`src/rtl/excp_timer_ctrl.sv`:
```
// excp_timer_ctrl: exception/interrupt CSR block with a countdown timer.
// Ports:
//   clk, reset                   - single clock, asynchronous active-high reset
//   csr_re/csr_num/csr_we/...    - CSR read/write port (read data is combinational)
//   wb_ex/ertn_flush/wb_pc/...   - exception and ertn commit from write-back
//   hw_int_in/ipi_int_in         - level interrupt sources sampled into ESTAT.IS
//   csr_rvalue                   - read data for csr_num
//   has_int                      - enabled interrupt pending
//   ex_entry/ertn_entry          - redirect targets (EENTRY, ERA)
module excp_timer_ctrl (
  input  logic        clk,
  input  logic        reset,
  input  logic        csr_re,
  input  logic [13:0] csr_num,
  input  logic        csr_we,
  input  logic [31:0] csr_wmask,
  input  logic [31:0] csr_wvalue,
  input  logic        wb_ex,
  input  logic        ertn_flush,
  input  logic [31:0] wb_pc,
  input  logic [5:0]  wb_ecode,
  input  logic [8:0]  wb_esubcode,
  input  logic [7:0]  hw_int_in,
  input  logic        ipi_int_in,
  output logic [31:0] csr_rvalue,
  output logic        has_int,
  output logic [31:0] ex_entry,
  output logic [31:0] ertn_entry
);

  localparam int unsigned XLEN  = 32;
  localparam int unsigned NUM_W = 14;
  localparam int unsigned IS_W  = 13;

  localparam logic [NUM_W-1:0] CSR_CRMD   = NUM_W'(14'h00);
  localparam logic [NUM_W-1:0] CSR_PRMD   = NUM_W'(14'h01);
  localparam logic [NUM_W-1:0] CSR_ECFG   = NUM_W'(14'h04);
  localparam logic [NUM_W-1:0] CSR_ESTAT  = NUM_W'(14'h05);
  localparam logic [NUM_W-1:0] CSR_ERA    = NUM_W'(14'h06);
  localparam logic [NUM_W-1:0] CSR_EENTRY = NUM_W'(14'h0C);
  localparam logic [NUM_W-1:0] CSR_TID    = NUM_W'(14'h40);
  localparam logic [NUM_W-1:0] CSR_TCFG   = NUM_W'(14'h41);
  localparam logic [NUM_W-1:0] CSR_TVAL   = NUM_W'(14'h42);
  localparam logic [NUM_W-1:0] CSR_TICLR  = NUM_W'(14'h44);

  // LIE[10] is reserved and never stored
  localparam logic [IS_W-1:0] LIE_MASK = IS_W'(13'h1BFF);

  typedef enum logic {T_IDLE = 1'b0, T_COUNT = 1'b1} tstate_e;

  tstate_e          state_q, state_d;
  logic [1:0]       crmd_plv_q, crmd_plv_d;
  logic             crmd_ie_q, crmd_ie_d;
  logic [1:0]       prmd_pplv_q, prmd_pplv_d;
  logic             prmd_pie_q, prmd_pie_d;
  logic [IS_W-1:0]  ecfg_lie_q, ecfg_lie_d;
  logic [IS_W-1:0]  estat_is_q, estat_is_d;
  logic [5:0]       estat_ecode_q, estat_ecode_d;
  logic [8:0]       estat_esub_q, estat_esub_d;
  logic [XLEN-1:0]  era_q, era_d;
  logic [25:0]      eentry_q, eentry_d;
  logic [XLEN-1:0]  tid_q, tid_d;
  logic [XLEN-1:0]  tcfg_q, tcfg_d;
  logic [XLEN-1:0]  tval_q, tval_d;

  logic [XLEN-1:0]  wr_data;
  logic             we_ok;
  logic             tcfg_wr;
  logic             ticlr_wr;
  logic             expire;
  logic             unused_re;

  // Read strobe is informational only; read data is always driven
  assign unused_re = csr_re;

  // Combinational CSR read mux; unmapped addresses and TICLR read 0
  always_comb begin
    csr_rvalue = '0;
    case (csr_num)
      CSR_CRMD:   csr_rvalue = {28'd0, 1'b1, crmd_ie_q, crmd_plv_q};
      CSR_PRMD:   csr_rvalue = {29'd0, prmd_pie_q, prmd_pplv_q};
      CSR_ECFG:   csr_rvalue = {19'd0, ecfg_lie_q};
      CSR_ESTAT:  csr_rvalue = {1'b0, estat_esub_q, estat_ecode_q, 3'd0, estat_is_q};
      CSR_ERA:    csr_rvalue = era_q;
      CSR_EENTRY: csr_rvalue = {eentry_q, 6'd0};
      CSR_TID:    csr_rvalue = tid_q;
      CSR_TCFG:   csr_rvalue = tcfg_q;
      CSR_TVAL:   csr_rvalue = tval_q;
      default:    csr_rvalue = '0;
    endcase
  end

  // Masked merge against the current read value; field restriction happens per register
  assign wr_data  = (csr_rvalue & ~csr_wmask) | (csr_wvalue & csr_wmask);
  assign we_ok    = csr_we & ~wb_ex;
  assign tcfg_wr  = we_ok && (csr_num == CSR_TCFG);
  assign ticlr_wr = we_ok && (csr_num == CSR_TICLR) && wr_data[0];
  assign expire   = (state_q == T_COUNT) && (tval_q == '0);

  assign has_int    = crmd_ie_q & (|(estat_is_q & ecfg_lie_q));
  assign ex_entry   = {eentry_q, 6'd0};
  assign ertn_entry = era_q;

  // State and register file
  always_ff @(posedge clk or posedge reset) begin
    if (reset) begin
      state_q       <= T_IDLE;
      crmd_plv_q    <= '0;
      crmd_ie_q     <= 1'b0;
      prmd_pplv_q   <= '0;
      prmd_pie_q    <= 1'b0;
      ecfg_lie_q    <= '0;
      estat_is_q    <= '0;
      estat_ecode_q <= '0;
      estat_esub_q  <= '0;
      era_q         <= '0;
      eentry_q      <= '0;
      tid_q         <= '0;
      tcfg_q        <= '0;
      tval_q        <= '0;
    end else begin
      state_q       <= state_d;
      crmd_plv_q    <= crmd_plv_d;
      crmd_ie_q     <= crmd_ie_d;
      prmd_pplv_q   <= prmd_pplv_d;
      prmd_pie_q    <= prmd_pie_d;
      ecfg_lie_q    <= ecfg_lie_d;
      estat_is_q    <= estat_is_d;
      estat_ecode_q <= estat_ecode_d;
      estat_esub_q  <= estat_esub_d;
      era_q         <= era_d;
      eentry_q      <= eentry_d;
      tid_q         <= tid_d;
      tcfg_q        <= tcfg_d;
      tval_q        <= tval_d;
    end
  end

  // Timer next state: a TCFG write always overrides expiry behaviour
  always_comb begin
    state_d = state_q;
    case (state_q)
      T_IDLE: begin
        if (tcfg_wr && wr_data[0]) state_d = T_COUNT;
      end
      T_COUNT: begin
        if (tcfg_wr)                        state_d = wr_data[0] ? T_COUNT : T_IDLE;
        else if (expire && !tcfg_q[1])      state_d = T_IDLE;
      end
      default: state_d = T_IDLE;
    endcase
  end

  // Timer datapath: TCFG/TVAL updates and the IS[11] set/clear
  always_comb begin
    tcfg_d        = tcfg_q;
    tval_d        = tval_q;
    estat_is_d    = estat_is_q;
    estat_is_d[9:2] = hw_int_in;
    estat_is_d[10]  = 1'b0;
    estat_is_d[12]  = ipi_int_in;
    if (we_ok && (csr_num == CSR_ESTAT)) estat_is_d[1:0] = wr_data[1:0];
    if (tcfg_wr) begin
      tcfg_d = wr_data;
      if (wr_data[0]) tval_d = {wr_data[31:2], 2'b00};
    end else if (expire) begin
      if (tcfg_q[1]) tval_d = {tcfg_q[31:2], 2'b00};
      else           tcfg_d[0] = 1'b0;
    end else if (state_q == T_COUNT) begin
      tval_d = tval_q - XLEN'(1);
    end
    // Expiry set takes priority over a same-cycle clear
    if (ticlr_wr) estat_is_d[11] = 1'b0;
    if (expire)   estat_is_d[11] = 1'b1;
  end

  // Exception/ertn state and plain CSR writes; commit discards any CSR write
  always_comb begin
    crmd_plv_d    = crmd_plv_q;
    crmd_ie_d     = crmd_ie_q;
    prmd_pplv_d   = prmd_pplv_q;
    prmd_pie_d    = prmd_pie_q;
    ecfg_lie_d    = ecfg_lie_q;
    estat_ecode_d = estat_ecode_q;
    estat_esub_d  = estat_esub_q;
    era_d         = era_q;
    eentry_d      = eentry_q;
    tid_d         = tid_q;
    if (we_ok) begin
      case (csr_num)
        CSR_CRMD: begin
          crmd_plv_d = wr_data[1:0];
          crmd_ie_d  = wr_data[2];
        end
        CSR_PRMD: begin
          prmd_pplv_d = wr_data[1:0];
          prmd_pie_d  = wr_data[2];
        end
        CSR_ECFG:   ecfg_lie_d = wr_data[IS_W-1:0] & LIE_MASK;
        CSR_ERA:    era_d      = wr_data;
        CSR_EENTRY: eentry_d   = wr_data[31:6];
        CSR_TID:    tid_d      = wr_data;
        default: ;
      endcase
    end
    if (wb_ex) begin
      prmd_pplv_d   = crmd_plv_q;
      prmd_pie_d    = crmd_ie_q;
      crmd_plv_d    = 2'd0;
      crmd_ie_d     = 1'b0;
      estat_ecode_d = wb_ecode;
      estat_esub_d  = wb_esubcode;
      era_d         = wb_pc;
    end else if (ertn_flush) begin
      crmd_plv_d = prmd_pplv_q;
      crmd_ie_d  = prmd_pie_q;
    end
  end

endmodule

```
`config.mk`:
```
export PLATFORM = sky130hd
export DESIGN_NAME = excp_timer_ctrl
export DESIGN_NICKNAME = d
export VERILOG_FILES = /design/src/rtl/excp_timer_ctrl.sv
export SDC_FILE = /design/constraint.sdc
export NUM_CORES = 1
export LEC_CHECK = 0
export ABC_AREA = 1
export CAP_MARGIN = 25
export CORE_MARGIN = 2
export CORE_UTILIZATION = 50
export DETAILED_ROUTE_END_ITERATION = 10
export PLACE_DENSITY_LB_ADDON = 0.1
export SYNTH_ARGS = -nofsm -noshare
export SYNTH_HDL_FRONTEND = slang
export SYNTH_SLANG_ARGS = --single-unit
```
`constraint.sdc`:
```
create_clock -name clk -period 13.2 [get_ports clk]
set_clock_uncertainty 0.2 [all_clocks]
set_input_delay 2.64 -clock clk [delete_from_list [all_inputs] [get_ports clk]]
set_output_delay 2.64 -clock clk [all_outputs]
set_load 0.05 [all_outputs]
```
==> out/qor.yml <==
layout_common_cells: "nand2_1 (476), clkdlybuf4s50_1 (228), dfrtp_1 (200)"
critPathLaunchType: "input pin"
clock-sinks: 200
critPathCaptureType: "primary output"
placed_cell_area_mm2: 0.0143
critPathKind: "input pin to primary output"
grt_pass1_vias: 11900
dieHeight_um: 159
synth-compound-area-share_pct: 15.1
first_pass_iters: 6
cts_max_level: 4
num-nets-final: 2010
synth-simple-area-share_pct: 31.3
die-area_mm2: 0.0251
yosysSeqAreaShare_pct: 41.9
p_leak_nw: 7.34
synth_cell_types: 38
gp_congestion: 0.968
period_needed_ns: 9.00
p_int_uw: 999
r2r-start: "tval_q[21]"
overflow: 0
vias: 12400
finalPower_mw: 1.43
powerDensity_mw_per_mm2: 95.9
critical-path-top-delay-family: "buffers and inverters"
synth_top_family_by_area: "simple AND/OR/NAND/NOR gates"
core_area_mm2: 0.0235
required_ns: 10.36
slowest_stage: "buf_4"
synthesis.area_mm2: 0.0119
drive_gt1_share_pct: 6.38
p_clk_share_pct: 38.2
grt_use_total_pct: 35.6
port_buffers: 229
holdBufCountCts: 0
drt_iter0_drc: 1022
crit_path_frequent_cell: "nand2_1"
outcome: "finished, final reports clean"
drc: 0
min_path_cells: 2
final-max-slew-violation-count: 0
numCtsBuffers: 17
wire_per_inst_um: 19.9
cts_root_buf: "clkbuf_16"
p_seq_share_pct: 44.8
cp-startpoint: "csr_num[13]"
yosys.area_share.xor_xnor_pct: 1.54
path_clk_slew_ns: 0.08
maxCapViolCount: 0
finalInstanceArea_mm2: 0.0150
antenna_found_initial: 0
dpl.hpwl_um: 30800
clock_path_buffers: 2
grt_pass1_wl_um: 66900
p_sw_share_pct: 30.3
grt_start_max_net_pins: 140
p_sw_uw: 435
drt-total-wl_um: 43700
p_comb_share_pct: 17.0
multi_input_comb_area_mm2: 0.00581
worst-path-max-fanout: 82
min_from: "tid_q[0]"
diodes: 0
tritoncts: "done"
synth_seq_cells: 200
yosysWarnings: 0
hold_viol: 0
register_area_mm2: 0.00500
ir_worst_vdd_mv: 0.0733
place_ws_ns: 4.23
final.setup.tns_ns: 0
via_per_inst: 5.65
syn_avg_cell_area_um2: 7.09
syn_to_final_growth_pct: 25.2
rsz0062_at_grt: "false"
synthMuxAreaShare_pct: 0
postCtsSetupBuffers: 0
hp-class: "register to register"
critPathMaxStageDelay_ns: 0.82
slew-limit-headroom_pct: 31.0
crit_path_cell_trace: "clkdlybuf4s50_1 > nor2_1 > nand2_1 > nor2_4 > buf_4 > nand2_1 > inv_1 > nand2_1 > nand2_1 > nor2_1 > nand2_1 > clkdlybuf4s50_1"
synth_fa_ha_area_share_pct: 0.209
top_level_ports: 237
period_share_pct: 68.2
netlist_instances: 1684
clock_latency_ns: 0.45
cp_data_arrival_time_ns: 6.16
start_util_pct: 50.9
die_x_um: 159
setup_ws_ns: 4.20
final_common_cell: "nand2_1"
cts_resized: 0
antenna_left: 0
crit_cells: 12
worst_slew_pin_slew_ns: 1.03
timing.critical_path.buf_inv: 4
fmax_mhz: 111
n_fill_cell: 2101
reg2reg_depth: 11
final-setup-viol-count: 0
row_count: 56
## through the flow
| stage | hold slack (ns) | instances | util, % |
|---|---|---|---|
| after floorplan | 0.242 | 1689 | - |
| after CTS | 0.294 | 2198 | 63.6 |
| after global routing | 0.312 | 2199 | 63.7 |
| after detailed placement | 0.276 | 2167 | 61.0 |
| after global placement | 0.271 | 2166 | 60.9 |
| final | 0.295 | 2199 | 63.7 |
## layer usage
layer  share of wire [%]  GRT usage [%]
met4                 3.5           12.8
met3                 9.5           8.08
met5                   0              0
met1                  42           49.1
met2                  45           55.1
## worst reg2reg max path, cell delays in order (launching register included)
cell and delay, ns:
dfrtp_1 0.44, nor2_1 0.24, nand2_1 0.10, nor2_1 0.14, nand2_1 0.10, nor2_2 0.12, nand2_2 0.29, o21ai_4 0.92
o21ai_2 0.47, buf_4 0.35, nand2_1 0.11, nand2_1 0.06
## registers in the layout (all words and copies together) (netlist names), 9 cells and up
register      flops
ecfg_lie_q       12
tval_q           32
tcfg_q           32
tid_q            32
estat_is_q       12
ertn_entry       32
estat_esub_q      9
eentry_q         26
## worst paths after layout
check	end	slack, ns
min	tid_q[0]	0.29
min reg2reg	tid_q[0]	0.29
max	csr_rvalue[1]	4.20
min in group asynchronous	estat_esub_q[7]	2.29
max in group asynchronous	tid_q[13]	8.81
max reg2reg	tval_q[27]	9.54
## synthesized netlist by cell type
master,number,share of area (%)
a21oi_1,5,0.21
a221oi_1,3,0.22
a22o_1,3,0.22
a31oi_1,5,0.26
and2_1,1,0.052
buf_1,1,0.031
buf_2,23,0.96
buf_4,14,0.88
buf_6,12,1.1
clkbuf_1,35,1.1
clkinv_1,1,0.031
conb_1,1,0.031
dfrtp_1,200,42
ha_1,2,0.21
inv_1,180,5.7
inv_2,4,0.13
nand2_1,477,15
nand2_2,6,0.31
nand3_1,190,8.0
nand3_2,4,0.34
nand3b_1,2,0.13
nand4_1,7,0.37
nor2_1,130,4.1
nor2_2,13,0.68
nor2_4,3,0.28
nor3_1,7,0.29
nor3_2,1,0.084
o211ai_1,34,2.1
o211ai_2,1,0.10
o21ai_0,123,5.2
o21ai_1,104,4.4
o21ai_2,1,0.073
o21ai_4,1,0.14
o21bai_1,33,2.1
o22ai_1,3,0.16
or2_2,33,1.7
xnor2_1,3,0.22
xor2_1,18,1.3
## cells by family after synthesis
family,after synthesis
buf+inv,270
xor+xnor,21
flops,200
simple gates,874
other cells,1
compound gates,316
fa+ha+maj,2
## layout make-up
type	count	area share, %
Multi-Input combinational cell	1219	38.8
Clock inverter	14	1.22
Clock buffer	17	2.84
Timing Repair Buffer	245	16.3
Sequential cell	200	33.5
Inverter	185	4.69
Tap cell	319	2.67
## power groups by stage
| stage | Combinational, mW | Sequential [mW] | Clock [mW] |
|---|---|---|---|
| after floorplan | 0.113 | 0.683 | 0 |
| after global placement | 0.239 | 0.654 | 0 |
| after detailed placement | 0.241 | 0.654 | 0 |
| after CTS | 0.243 | 0.642 | 0.548 |
| after global routing | 0.267 | 0.645 | 0.573 |
| final | 0.245 | 0.642 | 0.548 |
Power figures use the tool's default switching activity.
